## config.mk

```make
export PLATFORM = sky130hd
export DESIGN_NAME = painterengine_gpu_dma_reader
export DESIGN_NICKNAME = d
export VERILOG_FILES = /design/src/rtl/painterengine_gpu_dma_reader.sv
export SDC_FILE = /design/constraint.sdc
export NUM_CORES = 1
export LEC_CHECK = 0
export ABC_AREA = 1
export BUFFER_PORTS_ARGS = -buffer_cell sky130_fd_sc_hd__buf_2
export CAP_MARGIN = 5
export CORE_AREA = 2 2 196 198
export CTS_BUF_LIST = sky130_fd_sc_hd__clkbuf_4 sky130_fd_sc_hd__clkbuf_8
export DETAILED_ROUTE_END_ITERATION = 8
export DIE_AREA = 0 0 198 200
export GPL_TIMING_DRIVEN = 0
export PLACE_DENSITY = 0.77
export SYNTH_ARGS = -nofsm -noshare
export SYNTH_HDL_FRONTEND = slang
export SYNTH_SLANG_ARGS = --single-unit
```

## constraint.sdc

```tcl
create_clock -name i_wire_clock -period 8.8 [get_ports i_wire_clock]
set_clock_uncertainty 0.1 [all_clocks]
set_input_delay 1.76 -clock i_wire_clock [delete_from_list [all_inputs] [get_ports i_wire_clock]]
set_output_delay 1.76 -clock i_wire_clock [all_outputs]
set_load 0.1 [all_outputs]
```

## src/rtl/painterengine_gpu_dma_reader.sv

```systemverilog
// AXI4 read master for the GPU DMA path: streams words from memory to one of four channels.
// Optional macro PAINTERENGINE_GPU_READER_SKID_EN inserts a 2-entry skid FIFO between R and the consumer.
module painterengine_gpu_dma_reader #(
  parameter int unsigned PARAM_DATA_ALIGN = 32,
  parameter int unsigned PARAM_TIMEOUT    = 256
) (
  input  logic         i_wire_clock,
  input  logic         i_wire_reset,
  input  logic [3:0]   i_wire_router,
  output logic         o_wire_done,
  input  logic [127:0] i_wire_address,
  input  logic [127:0] i_wire_length,
  output logic [127:0] o_wire_data,
  output logic [3:0]   o_wire_data_valid,
  input  logic [3:0]   i_wire_data_next,
  output logic         o_wire_error,
  output logic [2:0]   o_wire_error_type,
  output logic         o_wire_M_AXI_ARID,
  output logic [31:0]  o_wire_M_AXI_ARADDR,
  output logic [7:0]   o_wire_M_AXI_ARLEN,
  output logic [2:0]   o_wire_M_AXI_ARSIZE,
  output logic [1:0]   o_wire_M_AXI_ARBURST,
  output logic         o_wire_M_AXI_ARLOCK,
  output logic [3:0]   o_wire_M_AXI_ARCACHE,
  output logic [2:0]   o_wire_M_AXI_ARPROT,
  output logic [3:0]   o_wire_M_AXI_ARQOS,
  output logic         o_wire_M_AXI_ARVALID,
  input  logic         i_wire_M_AXI_ARREADY,
  input  logic         i_wire_M_AXI_RID,
  input  logic [31:0]  i_wire_M_AXI_RDATA,
  input  logic [1:0]   i_wire_M_AXI_RRESP,
  input  logic         i_wire_M_AXI_RLAST,
  input  logic         i_wire_M_AXI_RVALID,
  output logic         o_wire_M_AXI_RREADY
);

  localparam int unsigned DW = PARAM_DATA_ALIGN;
  localparam int unsigned TW = $clog2(PARAM_TIMEOUT + 1);

  typedef enum logic [4:0] {
    ST_ROUTING     = 5'h01,
    ST_PARAM_CHECK = 5'h02,
    ST_CALC        = 5'h03,
    ST_ADDR        = 5'h04,
    ST_DATA        = 5'h05,
    ST_DONE        = 5'h07,
    ST_ERR_ROUTING = 5'h10,
    ST_ERR_ALIGN   = 5'h11,
    ST_ERR_LENGTH  = 5'h12,
    ST_ERR_AR      = 5'h13,
    ST_ERR_DATA    = 5'h14
  } state_t;

  state_t          state_q, state_d;
  logic [1:0]      idx_q;
  logic [31:0]     addr_q, len_q, offset_q, waddr_q;
  logic [8:0]      burstlen_q, beat_q;
  logic [7:0]      arlen_q;
  logic [TW-1:0]   timer_q;
  logic            arvalid_q, done_q;
  logic [2:0]      err_type_q, err_type_d;

  logic            router_onehot;
  logic [1:0]      router_idx;
  logic [31:0]     calc_waddr, remain, room, new_offset;
  logic [8:0]      calc_burst;
  logic            sel_next, beat_last, rready, r_fire, resp_err, last_err;
  logic            burst_done, out_valid, r_idle, ar_timeout, r_timeout;
  logic [DW-1:0]   out_word;
  logic            unused_r;

  assign unused_r = ^{i_wire_M_AXI_RID, i_wire_M_AXI_RRESP[0]};

  // Channel decode and burst sizing (clip at remaining length and the next 1 KiB boundary)
  always_comb begin
    router_idx = '0;
    for (int i = 0; i < 4; i++) begin
      if (i_wire_router[i]) router_idx = 2'(i);
    end
  end
  assign router_onehot = (i_wire_router != '0) && ((i_wire_router & (i_wire_router - 4'd1)) == '0);
  assign calc_waddr    = addr_q + {offset_q[29:0], 2'b00};
  assign remain        = len_q - offset_q;
  assign room          = 32'd256 - {24'd0, calc_waddr[9:2]};
  assign calc_burst    = (remain < room) ? remain[8:0] : room[8:0];
  assign new_offset    = offset_q + {23'd0, burstlen_q};
  assign sel_next      = i_wire_data_next[idx_q];
  assign beat_last     = (beat_q == burstlen_q - 9'd1);
  assign r_fire        = i_wire_M_AXI_RVALID && rready;
  assign resp_err      = r_fire && i_wire_M_AXI_RRESP[1];
  assign last_err      = r_fire && (i_wire_M_AXI_RLAST != beat_last);
  assign ar_timeout    = !i_wire_M_AXI_ARREADY && (timer_q == TW'(PARAM_TIMEOUT - 1));
  assign r_timeout     = r_idle && (timer_q == TW'(PARAM_TIMEOUT - 1));

`ifdef PAINTERENGINE_GPU_READER_SKID_EN
  logic [DW-1:0] fifo_mem [2];
  logic          fifo_wr, fifo_rd, last_seen_q, fifo_pop;
  logic [1:0]    fifo_cnt;

  assign rready     = (state_q == ST_DATA) && (fifo_cnt != 2'd2) && !last_seen_q;
  assign out_valid  = (state_q == ST_DATA) && (fifo_cnt != 2'd0);
  assign fifo_pop   = out_valid && sel_next;
  assign out_word   = fifo_mem[fifo_rd];
  assign burst_done = last_seen_q && (fifo_cnt == 2'd0);
  assign r_idle     = !i_wire_M_AXI_RVALID && !last_seen_q;

  // Skid FIFO; emptied at the start of every burst
  always_ff @(posedge i_wire_clock) begin
    if (i_wire_reset || state_q == ST_CALC) begin
      fifo_wr     <= 1'b0;
      fifo_rd     <= 1'b0;
      fifo_cnt    <= 2'd0;
      last_seen_q <= 1'b0;
    end else begin
      if (r_fire) begin
        fifo_mem[fifo_wr] <= i_wire_M_AXI_RDATA;
        fifo_wr           <= ~fifo_wr;
      end
      if (fifo_pop) fifo_rd <= ~fifo_rd;
      fifo_cnt <= fifo_cnt + 2'(r_fire) - 2'(fifo_pop);
      if (r_fire && beat_last) last_seen_q <= 1'b1;
    end
  end
`else
  assign rready     = (state_q == ST_DATA) && sel_next;
  assign out_valid  = (state_q == ST_DATA) && i_wire_M_AXI_RVALID;
  assign out_word   = i_wire_M_AXI_RDATA;
  assign burst_done = r_fire && beat_last;
  assign r_idle     = !i_wire_M_AXI_RVALID;
`endif

  always_ff @(posedge i_wire_clock) begin
    if (i_wire_reset) state_q <= ST_ROUTING;
    else              state_q <= state_d;
  end

  always_comb begin
    state_d    = state_q;
    err_type_d = err_type_q;
    case (state_q)
      ST_ROUTING: begin
        if (router_onehot) state_d = ST_PARAM_CHECK;
        else if (i_wire_router != '0) begin
          state_d = ST_ERR_ROUTING; err_type_d = 3'd1;
        end
      end
      ST_PARAM_CHECK: begin
        if (addr_q[1:0] != 2'd0) begin
          state_d = ST_ERR_ALIGN; err_type_d = 3'd2;
        end else if (len_q == '0) begin
          state_d = ST_ERR_LENGTH; err_type_d = 3'd3;
        end else state_d = ST_CALC;
      end
      ST_CALC: state_d = ST_ADDR;
      ST_ADDR: begin
        if (i_wire_M_AXI_ARREADY) state_d = ST_DATA;
        else if (ar_timeout) begin
          state_d = ST_ERR_AR; err_type_d = 3'd4;
        end
      end
      ST_DATA: begin
        if (resp_err || last_err || r_timeout) begin
          state_d    = ST_ERR_DATA;
          err_type_d = resp_err ? 3'd5 : 3'd6;
        end else if (burst_done) begin
          state_d = (new_offset >= len_q) ? ST_DONE : ST_CALC;
        end
      end
      ST_DONE: if (i_wire_router == '0) state_d = ST_ROUTING;
      ST_ERR_ROUTING, ST_ERR_ALIGN, ST_ERR_LENGTH, ST_ERR_AR, ST_ERR_DATA: state_d = state_q;
      default: state_d = ST_ROUTING;
    endcase
  end

  // Transfer bookkeeping and registered AR/status outputs
  always_ff @(posedge i_wire_clock) begin
    if (i_wire_reset) begin
      idx_q <= '0; addr_q <= '0; len_q <= '0; offset_q <= '0; waddr_q <= '0;
      burstlen_q <= '0; beat_q <= '0; arlen_q <= '0; timer_q <= '0;
      arvalid_q <= 1'b0; done_q <= 1'b0; err_type_q <= '0;
    end else begin
      arvalid_q  <= (state_d == ST_ADDR);
      done_q     <= (state_d == ST_DONE);
      err_type_q <= err_type_d;
      case (state_q)
        ST_ROUTING: if (router_onehot) begin
          idx_q    <= router_idx;
          addr_q   <= i_wire_address[{router_idx, 5'd0} +: 32];
          len_q    <= i_wire_length[{router_idx, 5'd0} +: 32];
          offset_q <= '0;
        end
        ST_CALC: begin
          waddr_q    <= calc_waddr;
          burstlen_q <= calc_burst;
          arlen_q    <= 8'(calc_burst - 9'd1);
          timer_q    <= '0;
          beat_q     <= '0;
        end
        ST_ADDR: begin
          if (i_wire_M_AXI_ARREADY) begin
            timer_q <= '0;
            beat_q  <= '0;
          end else timer_q <= timer_q + TW'(1);
        end
        ST_DATA: begin
          if (r_fire) beat_q <= beat_q + 9'd1;
          if (i_wire_M_AXI_RVALID) timer_q <= '0;
          else if (r_idle) timer_q <= timer_q + TW'(1);
          if (state_d == ST_DONE || state_d == ST_CALC) offset_q <= new_offset;
        end
        default: ;
      endcase
    end
  end

  always_comb begin
    o_wire_data       = '0;
    o_wire_data_valid = '0;
    if (state_q == ST_DATA) begin
      o_wire_data[{idx_q, 5'd0} +: 32] = out_word;
      o_wire_data_valid[idx_q]         = out_valid;
    end
  end

  assign o_wire_M_AXI_ARID    = 1'b0;
  assign o_wire_M_AXI_ARADDR  = waddr_q;
  assign o_wire_M_AXI_ARLEN   = arlen_q;
  assign o_wire_M_AXI_ARSIZE  = 3'b010;
  assign o_wire_M_AXI_ARBURST = 2'b01;
  assign o_wire_M_AXI_ARLOCK  = 1'b0;
  assign o_wire_M_AXI_ARCACHE = 4'b0010;
  assign o_wire_M_AXI_ARPROT  = 3'b000;
  assign o_wire_M_AXI_ARQOS   = 4'b0000;
  assign o_wire_M_AXI_ARVALID = arvalid_q;
  assign o_wire_M_AXI_RREADY  = rready;
  assign o_wire_done          = done_q;
  assign o_wire_error         = state_q[4];
  assign o_wire_error_type    = err_type_q;

endmodule

```

==> out/qor.csv <==
stage;metric;value;unit
clock_network;cts_tree;built;
grt;grt_max_degree;19;
drt;via_count;20330;
flow_run;cap_viol_max_count;0;
drt;drtAntennaViolNets;0;
drt;dr.pass1.iters;6;
clock_network;clk_pin_slew;0.11;ns
floorplanning;rows;71;
sta;period_share;0.6469;
sta;fmax;175.7;MHz
synth;synthCells;2702;
synth;yosys.cell_types.count;56;
synth;ys_seq_area_frac;0.2117;
floorplanning;core-area;0.03740;sq mm
sta;maxSlewHeadroom;0.2076;
sta;fin_setup_tns;0;ns
sta;finalSetupViolCount;0;
floorplanning;top_level_ports;501;
floorplanning;dieWidth;198;um
cells_and_area;fin_cells;3744;
cells_and_area;syn2layout_area_growth;21.20;%
drt;routed_wire_length_per_instance;18.04;um
sta;tightestPinTransition;1.179;ns
sta;rsz0062_at_grt;false;
clock_network;cts_root_buffer;clkbuf_8;
grt;grt_pass1_vias;18390;
clock_network;clockBufferDepth;2;
grt;track_usage;0.3310;
cells_and_area;drive_above_1_share;0.1913;
clock_network;cts_num_sinks;175;
setup_path;critPathSlowestCell;buf_1;
synth;yosys_most_used_dff;dfxtp_1;
setup_path;critical_path_buf_inv_count;6;
power;p_per_area;141.0;mW/mm^2
drt;drtIter0Drc;2078;
clock_network;cts_repair_resize_count;0;
setup_path;crit_arrival;3.83;ns
power;total_power;2.828;mW
hold_path;hold_class;flip-flop to flip-flop;
place;dp_slack;3.505;ns
synth;ys_ff_latch;175;
synth;synth_edf_count;0;
synth;yosysTopAreaCellShare;0.2117;
drt;finalWirelength;67540;um
grt;grt-ovfl-total;0;
floorplanning;die_y;200;um
drt;viasPerCell;5.429;
place;place.gp.congestion;1.032;
setup_path;critPathCaptureType;primary output;
setup_path;crit_type;flip-flop to primary output;
setup_path;crit_path_frequent_cell;inv_1;
sta;slew_viol_final;0;
grt;grt_pass1_wl;101700;um
clock_network;cts_hold_buffers;0;
setup_path;path_max_fanout;10;
setup_path;startpoint_type;flip-flop;
clock_network;cts_htree_levels;4;
place;port_buffers;480;
power;p_leak;10.35;nW
floorplanning;dieArea;0.03960;sq mm
sta;period_needed;5.693;ns
setup_path;path_delay_family;buffers and inverters;
clock_network;clk_latency;0.48;ns
status;status;completed;
synth;yosys_warnings;0;
drt;drc;0;
synth;synth-async-reset-ratio;0;
setup_path;crit_path_max_incr_delay;0.54;ns
power;ir_worst_vdd;0.0001075;V
clock_network;postCtsSetupBuffers;0;
grt;antenna_found_initial;2;
place;dpl.hpwl;57120;um
sta;layout_setup_ws;3.107;ns
setup_path;crit_chain;inv_1, nor2_2, inv_1, nor3_2, inv_2, nor2_4, buf_1, nand3_1, clkbuf_1, nor2_1, buf_2;
cells_and_area;fillers;3863;
synth;netlist_area;0.01655;sq mm
floorplanning;start_util;0.4424;
sta;hold_viol_final;0;
place;dpl.cell_count;3710;
clock_network;cts_made_buffers;17;
cells_and_area;fin_nets;3645;
synth;avgSynthCellArea;6.124;sq um
synth;synth_area_leaders;dfxtp_1 21%, nand2_1 10%, nor2_1 9.2%;
setup_path;required;6.94;ns
synth;yosys.area.top_type;dfxtp_1;
==> cell usage in the layout, fill, tap and decap left out, types with 5 or more instances in the layout <==
master / instances
o21ai_0: 129
nor4_1: 47
nand2_1: 451
o22ai_1: 67
buf_4: 18
a31oi_1: 7
ha_1: 120
conb_1: 19
clkbuf_8: 18
o221ai_1: 5
buf_1: 9
o211ai_1: 16
nand2_2: 25
inv_8: 5
nor3b_1: 5
nand3_2: 5
inv_2: 11
nor2_1: 407
xnor2_1: 17
xor2_1: 56
nor2_2: 16
a21oi_1: 131
inv_1: 398
o21bai_1: 21
clkbuf_1: 106
nor3_2: 6
nor3_1: 134
dfxtp_1: 175
nand3b_1: 9
o21a_1: 5
and2_1: 5
nand3_1: 113
buf_2: 488
nand4_1: 25
a211oi_1: 105
o21ai_1: 8
==> synthesized netlist by cell type (47+ instances only) <==
cell and instances:
a211oi_1 105, a21oi_1 131, clkbuf_1 106, dfxtp_1 175, ha_1 120, inv_1 398, nand2_1 451, nand3_1 113
nor2_1 407, nor3_1 134, nor4_1 47, o21ai_0 129, o22ai_1 67, xor2_1 56
==> path summary, 6_finish.rpt <==
path | from | to | slack, ns | cells past startpoint
max | state_q[2]$_SDFF_PP0_ | o_wire_data[122] | 3.11 | 11
min | o_wire_M_AXI_ARADDR[4]$_SDFFE_PP0P_ | o_wire_M_AXI_ARADDR[4]$_SDFFE_PP0P_ | 0.38 | 2
max reg2reg | burstlen_q[0]$_SDFFE_PP0P_ | o_wire_done$_SDFF_PP0_ | 4.18 | 30
min reg2reg | o_wire_M_AXI_ARADDR[4]$_SDFFE_PP0P_ | o_wire_M_AXI_ARADDR[4]$_SDFFE_PP0P_ | 0.38 | 2
==> worst register-to-register path: cells and delay by family, from the launching register on <==
family                   cells  cell delay (ns)
AND/OR/NAND/NOR             17             1.83
adder cells (fa/ha/maj)      3             0.80
AO/OA/AOI/OAI                6             0.90
buffers and inverters        3             0.25
flip-flops                   1             0.47
XOR/XNOR                     1             0.15
==> per-stage QoR <==
step                      hold WS [ns]  utilization  instance area, sq um
final                           0.3802       0.5362                 20050
after global routing            0.4024       0.5361                 20050
after CTS                       0.3720       0.5360                 20050
after detailed placement        0.3513       0.5254                 19650
after global placement          0.3500       0.5254                 19650
after floorplan                 0.3414            -                 16610
==> cell type report <==
cell class              count  area [sq um]  share of cell area
flip-flops and latches    175          3503              0.1747
repair buffers            480          2402              0.1198
diodes                      2         5.005           0.0002496
well taps                 511         639.4             0.03188
clock inverters            13         141.4            0.007051
plain buffers             142         618.1             0.03082
clock buffers              19         255.2             0.01273
inverters                 409          1535             0.07656
multi-input cells        1993         10950              0.5462
==> cell families after synthesis <==
| group | synth area share |
|---|---|
| AOI/OAI and AO/OA | 0.1907 |
| xor gates and xnor gates | 0.03864 |
| adders and majority gates | 0.09437 |
| buffers and inverters | 0.1301 |
| DFF | 0.2117 |
| other | 0.0004539 |
| and+or+nand+nor | 0.3339 |
==> sequential cells by signal, indices dropped and copies added (netlist names) <==
signal / cells
addr_q: 32
beat_q: 9
burstlen_q: 9
idx_q: 2
len_q: 32
o_wire_M_AXI_ARADDR: 32
o_wire_M_AXI_ARLEN: 8
o_wire_M_AXI_ARVALID: 1
o_wire_done: 1
o_wire_error_type: 3
offset_q: 32
state_q: 5
timer_q: 9
==> report_power, final <==
group | total, mW | switching [mW] | leakage, nW | internal, mW
sequential | 0.881 | 0.0491 | 1.42 | 0.832
combinational | 1.36 | 0.918 | 8.72 | 0.440
clock | 0.589 | 0.364 | 0.204 | 0.225
==> per-layer routing <==
metal / global-route usage / wire length (um)
met2: 0.5207 / 29550
met5: 0.003704 / 13
met3: 0.06905 / 6243
met1: 0.4333 / 28410
met4: 0.1582 / 3323
(Power assumes the default switching activity.)
